==> src/rtl/slot_io_arb_pkg.sv <==
// Shared types and address constants for the slot I/O arbiter.
// Address helpers derive per-slot decode bases from the slot number.
package slot_io_arb_pkg;

   typedef enum logic [2:0] {
      IDLE,
      DECODE,
      WAIT,
      DRIVE,
      HOLD
   } state_t;

   typedef struct packed {
      logic devsel;
      logic iosel;
      logic iostrobe;
   } sel_t;

   localparam logic [15:0] DEVSEL_BASE = 16'hC080;
   localparam logic [15:0] IOSEL_BASE  = 16'hC000;
   localparam logic [15:0] ROM_BASE    = 16'hC800;
   localparam logic [15:0] ROM_RELEASE = 16'hCFFF;

   function automatic logic [15:0] slot_devsel_addr(input logic [2:0] slot);
      return DEVSEL_BASE | {9'h000, slot, 4'h0};
   endfunction

   function automatic logic [15:0] slot_iosel_addr(input logic [2:0] slot);
      return IOSEL_BASE | {5'h00, slot, 8'h00};
   endfunction

endpackage

==> src/rtl/prio_onehot_enc.sv <==
// Lowest-index-wins one-hot priority encoder.
// any_o flags that at least one request bit is set.
module prio_onehot_enc #(
   parameter int N = 4
) (
   input  logic [N-1:0] req_i,
   output logic [N-1:0] grant_o,
   output logic         any_o
);

   localparam logic [N-1:0] ONE = N'(1);

   // two's-complement trick isolates the lowest set bit
   assign grant_o = req_i & (~req_i + ONE);
   assign any_o   = |req_i;

endmodule

==> src/rtl/slot_io_arbiter.sv <==
// Apple II slot bus-cycle sequencer: address decode, $C800 ownership,
// read-requester arbitration and data output-enable timing.
module slot_io_arbiter
   import slot_io_arb_pkg::*;
#(
   parameter int SLOT        = 4,
   parameter int N_REQ       = 4,
   parameter int CLAIM_DELAY = 3,
   parameter int HOLD_CYCLES = 2
) (
   input  logic               clk_logic_i,
   input  logic               system_reset_n_i,
   input  logic               device_reset_n_i,
   input  logic               addr_strobe_i,
   input  logic [15:0]        addr_i,
   input  logic               rw_n_i,
   input  logic               phi0_negedge_i,
   input  logic [N_REQ-1:0]   rd_claim_i,
   input  logic [8*N_REQ-1:0] rd_data_i,
   output logic               devsel_o,
   output logic               iosel_o,
   output logic               iostrobe_o,
   output logic               rom_owner_o,
   output logic [N_REQ-1:0]   grant_o,
   output logic [7:0]         data_o,
   output logic               data_oe_o,
   output logic [7:0]         collision_cnt_o
);

   localparam logic [15:0] DEV_ADDR = slot_devsel_addr(3'(SLOT));
   localparam logic [15:0] IO_ADDR  = slot_iosel_addr(3'(SLOT));
   localparam logic [N_REQ-1:0] ONE = N_REQ'(1);

   state_t state_q, state_d;
   sel_t   sel_q, sel_d;
   logic   owner_q;
   logic   io_hit, rel_hit, rom_hit;

   logic [7:0]       cnt_q, cnt_d;
   logic [N_REQ-1:0] grant_q, grant_d;
   logic [7:0]       data_q, data_d;
   logic             oe_q, oe_d;
   logic [7:0]       coll_q, coll_d;

   logic [N_REQ-1:0] onehot;
   logic             any;
   logic             multi;
   logic [7:0]       pick;

   assign io_hit  = addr_i[15:8] == IO_ADDR[15:8];
   assign rel_hit = addr_i == ROM_RELEASE;
   assign rom_hit = addr_i[15:11] == ROM_BASE[15:11];

   // iostrobe sees ownership as it stood before this strobe's update
   always_comb begin
      sel_d.devsel   = addr_i[15:4] == DEV_ADDR[15:4];
      sel_d.iosel    = io_hit;
      sel_d.iostrobe = rom_hit && owner_q;
   end

   always_ff @(posedge clk_logic_i or negedge system_reset_n_i) begin
      if (!system_reset_n_i) begin
         sel_q   <= '0;
         owner_q <= 1'b0;
      end else begin
         if (addr_strobe_i) sel_q <= sel_d;
         if (!device_reset_n_i) owner_q <= 1'b0;
         else if (addr_strobe_i && rel_hit) owner_q <= 1'b0;
         else if (addr_strobe_i && io_hit) owner_q <= 1'b1;
      end
   end

   prio_onehot_enc #(
      .N(N_REQ)
   ) u_enc (
      .req_i  (rd_claim_i),
      .grant_o(onehot),
      .any_o  (any)
   );

   assign multi = |(rd_claim_i & (rd_claim_i - ONE));

   always_comb begin
      pick = '0;
      for (int i = 0; i < N_REQ; i++) begin
         if (onehot[i]) pick = pick | rd_data_i[8*i +: 8];
      end
   end

   always_comb begin
      state_d = state_q;
      cnt_d   = cnt_q;
      grant_d = grant_q;
      data_d  = data_q;
      oe_d    = oe_q;
      coll_d  = coll_q;
      if (addr_strobe_i) begin
         state_d = DECODE;
         grant_d = '0;
         oe_d    = 1'b0;
      end else begin
         unique case (state_q)
            IDLE: ;
            DECODE: begin
               if (rw_n_i && (|sel_q)) begin
                  state_d = WAIT;
                  cnt_d   = 8'(CLAIM_DELAY - 1);
               end else begin
                  state_d = IDLE;
               end
            end
            WAIT: begin
               if (cnt_q == 8'd0) begin
                  if (any) begin
                     state_d = DRIVE;
                     grant_d = onehot;
                     data_d  = pick;
                     oe_d    = 1'b1;
                  end else begin
                     state_d = IDLE;
                     grant_d = '0;
                  end
                  if (multi && coll_q != 8'hFF) coll_d = coll_q + 8'd1;
               end else begin
                  cnt_d = cnt_q - 8'd1;
               end
            end
            DRIVE: begin
               if (phi0_negedge_i) begin
                  state_d = HOLD;
                  cnt_d   = 8'(HOLD_CYCLES - 1);
               end
            end
            HOLD: begin
               if (cnt_q == 8'd0) begin
                  state_d = IDLE;
                  oe_d    = 1'b0;
                  grant_d = '0;
               end else begin
                  cnt_d = cnt_q - 8'd1;
               end
            end
            default: state_d = IDLE;
         endcase
      end
   end

   always_ff @(posedge clk_logic_i or negedge system_reset_n_i) begin
      if (!system_reset_n_i) begin
         state_q <= IDLE;
         cnt_q   <= '0;
         grant_q <= '0;
         data_q  <= '0;
         oe_q    <= 1'b0;
         coll_q  <= '0;
      end else begin
         state_q <= state_d;
         cnt_q   <= cnt_d;
         grant_q <= grant_d;
         data_q  <= data_d;
         oe_q    <= oe_d;
         coll_q  <= coll_d;
      end
   end

   assign devsel_o        = sel_q.devsel;
   assign iosel_o         = sel_q.iosel;
   assign iostrobe_o      = sel_q.iostrobe;
   assign rom_owner_o     = owner_q;
   assign grant_o         = grant_q;
   assign data_o          = data_q;
   assign data_oe_o       = oe_q;
   assign collision_cnt_o = coll_q;

endmodule

==> config.mk <==
export PLATFORM = sky130hd
export DESIGN_NAME = slot_io_arbiter
export DESIGN_NICKNAME = d
export VERILOG_FILES = /design/src/rtl/slot_io_arb_pkg.sv /design/src/rtl/prio_onehot_enc.sv /design/src/rtl/slot_io_arbiter.sv
export SDC_FILE = /design/constraint.sdc
export NUM_CORES = 1
export LEC_CHECK = 0
export CORE_UTILIZATION = 40
export CTS_CLUSTER_SIZE = 20
export DETAILED_ROUTE_END_ITERATION = 8
export PLACE_DENSITY = 0.77
export SLEW_MARGIN = 20
export SYNTH_ARGS = -nofsm -noshare
export SYNTH_HDL_FRONTEND = slang
export SYNTH_HIERARCHICAL = 1
export SYNTH_SLANG_ARGS = --single-unit
==> constraint.sdc <==
create_clock -name clk_logic_i -period 2.12 [get_ports clk_logic_i]
set_input_delay 0.318 -clock clk_logic_i [delete_from_list [all_inputs] [get_ports clk_logic_i]]
set_output_delay 0.318 -clock clk_logic_i [all_outputs]
set_load 0.01 [all_outputs]
==> metrics.txt, run 1 <==
H-Tree Depth=2; Antenna Cells=0; cells after synthesis=about 230; share of post-route cells with drive strength above 1=between 15 and 20%; ANT nets after route=0; #FFs+latches synth=36; register area share after synthesis=between 40% and 50%; Worst EP arrival=2.23 ns; RSZ-0062 raised after global routing=no; Setup Viol. Count Final=0; DRC viols=0; critical path, cell by cell=inv_1 > ha_1 > nor3b_2 > buf_4 > nand4_2 > buf_4 > nor4_1 > xor2_1; Reg2Reg Setup Slack=0.11 ns; Leak=1.40 nW; row count=26; clk_lat worst skew=0.29 ns; vias per inst=5.54; DPL Wire Length=4440 um; Cell Pwr Density=around 500 nW/um^2; critical path class=flip-flop to flip-flop; largest area contributor in the netlist=dfrtp_1; Warnings, synthesis=6; startpoint class of the critical path=flip-flop; status=complete, no violations; Post-synth ARST share=100%; crit-path max FO=7; routed length per instance=approximately 14 um; Final #Nets=~390; Worst Max-Slew Pin Slew=about 0.8 ns; Via Count=approximately 2200; area share of the largest cell type after synthesis=around 41%; Mean Syn Cell Area=around 9.5 sq um; crit share post-route=between 90% and 100%; Slowest-stage cell, CP=dfrtp_1; # hold bufs at CTS=0; Slew Limit Fails=0; Crit. End Element=flip-flop; global-route wire length before repair=10200 um; final count of hold timing violations=0; Fillers=~430; Die W=76.3 um; DIE AREA=5820 sq um; Die H=76.3 um; Overall Power=around 0.0017 W; pin count of the biggest net entering global routing=37; number of global-route vias before repair=~2200; Commonest cells post-synth=36 x dfrtp_1, 19 x nand2_1, 16 x a22oi_1, 14 x inv_1, 12 x nand3_1; largest cells by area after synthesis=dfrtp_1 41%, mux2_2 5.6%, a22oi_1 5.4%, nand2_1 3.2%, nand3_1 2.7%; Fmax=between 0.4 and 0.5 GHz; GRT Total Usage=between 20% and 30%; Buffers on Ports=between 80 and 90; Worst-path clk slew=0.08 ns; Post-synth EDFFs=0; synthesized cell area=~2200 sq um; Std-Cell Core Area=5200 sq um; Initial Utilization=~42%; crit-path max cell delay=0.42 ns; CTS root buffer=clkbuf_8; number of buffers created by CTS=5; Final Critical Period=2.01 ns; routability cong.=slightly below 0.9; # Max-Cap Violations=0; Hold Slack=0.106 ns; most frequent CP cell=buf_4; Yosys cell types=54; Hold Path Class=primary input to asynchronous set/reset pin; CTS tree=built; CP required=2.34 ns; 1st-iter DRT viols=143; Worst VDD drop=about 0.00038 V; Clock Sinks=36; total gr overflow=0; most frequent cell after synthesis=dfrtp_1; # IOs=83; Clock Path Buffers=2; initial antenna violation count=0; drt pass-1 iters=4; most used flip-flop cell after synthesis=dfrtp_1; clock skew=~0.005 ns; slew margin rel.=46.9%; Detailed Route WL=5820 um; P&R area growth vs syn=52.1%; syn_nets=just under 300
==> stage by stage <==
stage                     instances  setup TNS (ns)  cell area, sq um  util, %  worst slack (ns)
after floorplan                 233               0              2210        -             0.142
after global placement          394          -0.543              3220     61.8           -0.0652
after detailed placement        394          -0.760              3220     61.8           -0.0838
after CTS                       402               0              3330     64.0            0.0660
after global routing            403               0              3350     64.4           0.00853
final                           403               0              3350     64.4             0.109
==> flip-flops by register name (all words and copies together), names as in the netlist <==
signal and cells:
collision_cnt_o 8, grant_o 4, iosel_o 1, data_o 8, devsel_o 1, data_oe_o 1
iostrobe_o 1, cnt_q 8, state_q 3, rom_owner_o 1
==> logic make-up after synthesis <==
kind of cell             synth area share (%)
AO/OA/AOI/OAI                            20.1
XOR/XNOR                                 2.38
adder cells (fa/ha/maj)                  1.59
buffers and inverters                    4.93
flip-flops                               40.8
multiplexers                             5.62
AND/OR/NAND/NOR                          24.6
==> path summary, 6_finish.rpt <==
| path | end | startpoint | cells past startpoint |
|---|---|---|---|
| worst min register to register | grant_o[3]$_DFFE_PN0P_ | grant_o[3]$_DFFE_PN0P_ | 2 |
| worst min-delay path | collision_cnt_o[2]$_DFFE_PN0P_ | system_reset_n_i | 1 |
| worst max-delay path | collision_cnt_o[5]$_DFFE_PN0P_ | cnt_q[0]$_DFFE_PN0P_ | 8 |
| max in group asynchronous | devsel_o$_DFFE_PN0P_ | system_reset_n_i | 1 |
| min in group clk_logic_i | grant_o[3]$_DFFE_PN0P_ | grant_o[3]$_DFFE_PN0P_ | 2 |
| worst max register to register | collision_cnt_o[5]$_DFFE_PN0P_ | cnt_q[0]$_DFFE_PN0P_ | 8 |
==> where the power goes <==
part,switching (W),total [W],internal [W]
logic,0.000131,0.000319,0.000188
registers,0.0000343,0.000752,0.000717
clock network,0.000264,0.000612,0.000348
==> area by class of cell <==
cell class | instances | area, sq um | area share (%)
multi-input cells | 170 | 1210 | 36.1
repair buffers | 105 | 992 | 29.6
clock buffers | 5 | 68.8 | 2.05
well taps | 70 | 87.6 | 2.61
flip-flops and latches | 36 | 901 | 26.9
inverters | 14 | 52.6 | 1.57
clock inverters | 3 | 42.5 | 1.27
==> layout by cell type, fill, tap and decap left out, types with 2 or more instances in the layout <==
cell type / count
and4_1: 2
o311a_1: 2
nand3_1: 12
o22ai_1: 2
o21a_1: 2
o211ai_1: 2
clkbuf_8: 5
o21ai_0: 6
nor3b_2: 2
clkdlybuf4s50_1: 81
nor3_1: 8
inv_1: 14
mux2_2: 11
nand4_1: 7
a211o_1: 2
o32ai_1: 2
o31ai_1: 7
nor4b_1: 2
a31oi_1: 4
nor4_1: 5
xor2_1: 5
dfrtp_1: 36
a221oi_1: 2
or4_1: 2
nor3b_1: 2
nor2_1: 9
nand2_1: 19
a22oi_1: 16
or3_1: 2
nand2b_1: 5
buf_4: 22
ha_1: 2
and3_1: 4
a21oi_1: 2
==> layer usage <==
layer | GRT usage [%] | vias to the layer above | routed length, um
met1 | 27.4 | 1065 | 2510
met4 | 4.62 | 0 | 48
met5 | 0 | - | 0
li1 | - | 1087 | -
met2 | 36.3 | 76 | 2920
met3 | 5.27 | 6 | 347
==> worst max-delay path, delay by kind of cell (launching register included) <==
family / cells / cell delay, ns
DFF: 1 / 0.42
adders and majority gates: 1 / 0.20
buffers and inverters: 3 / 0.45
xor gates and xnor gates: 1 / 0.19
and+or+nand+nor: 3 / 0.67
==> timing repair <==
item	4_1_cts	5_1_grt
setup buffers	0	1
gates resized for setup	0	3
setup endpoints to repair	0	10
No activity file was read; power rests on OpenSTA's default activity.
==> run 2: changes to the inputs <==
--- a/config.mk
+++ b/config.mk
@@ -8,6 +8,7 @@
 export CORE_UTILIZATION = 40
 export CTS_CLUSTER_SIZE = 20
 export DETAILED_ROUTE_END_ITERATION = 8
+export GPL_ROUTABILITY_DRIVEN = 0
 export PLACE_DENSITY = 0.77
 export SLEW_MARGIN = 20
 export SYNTH_ARGS = -nofsm -noshare
==> results of run 2 <==
No change in the layout: final DEF, timing and power equal those of run 1.
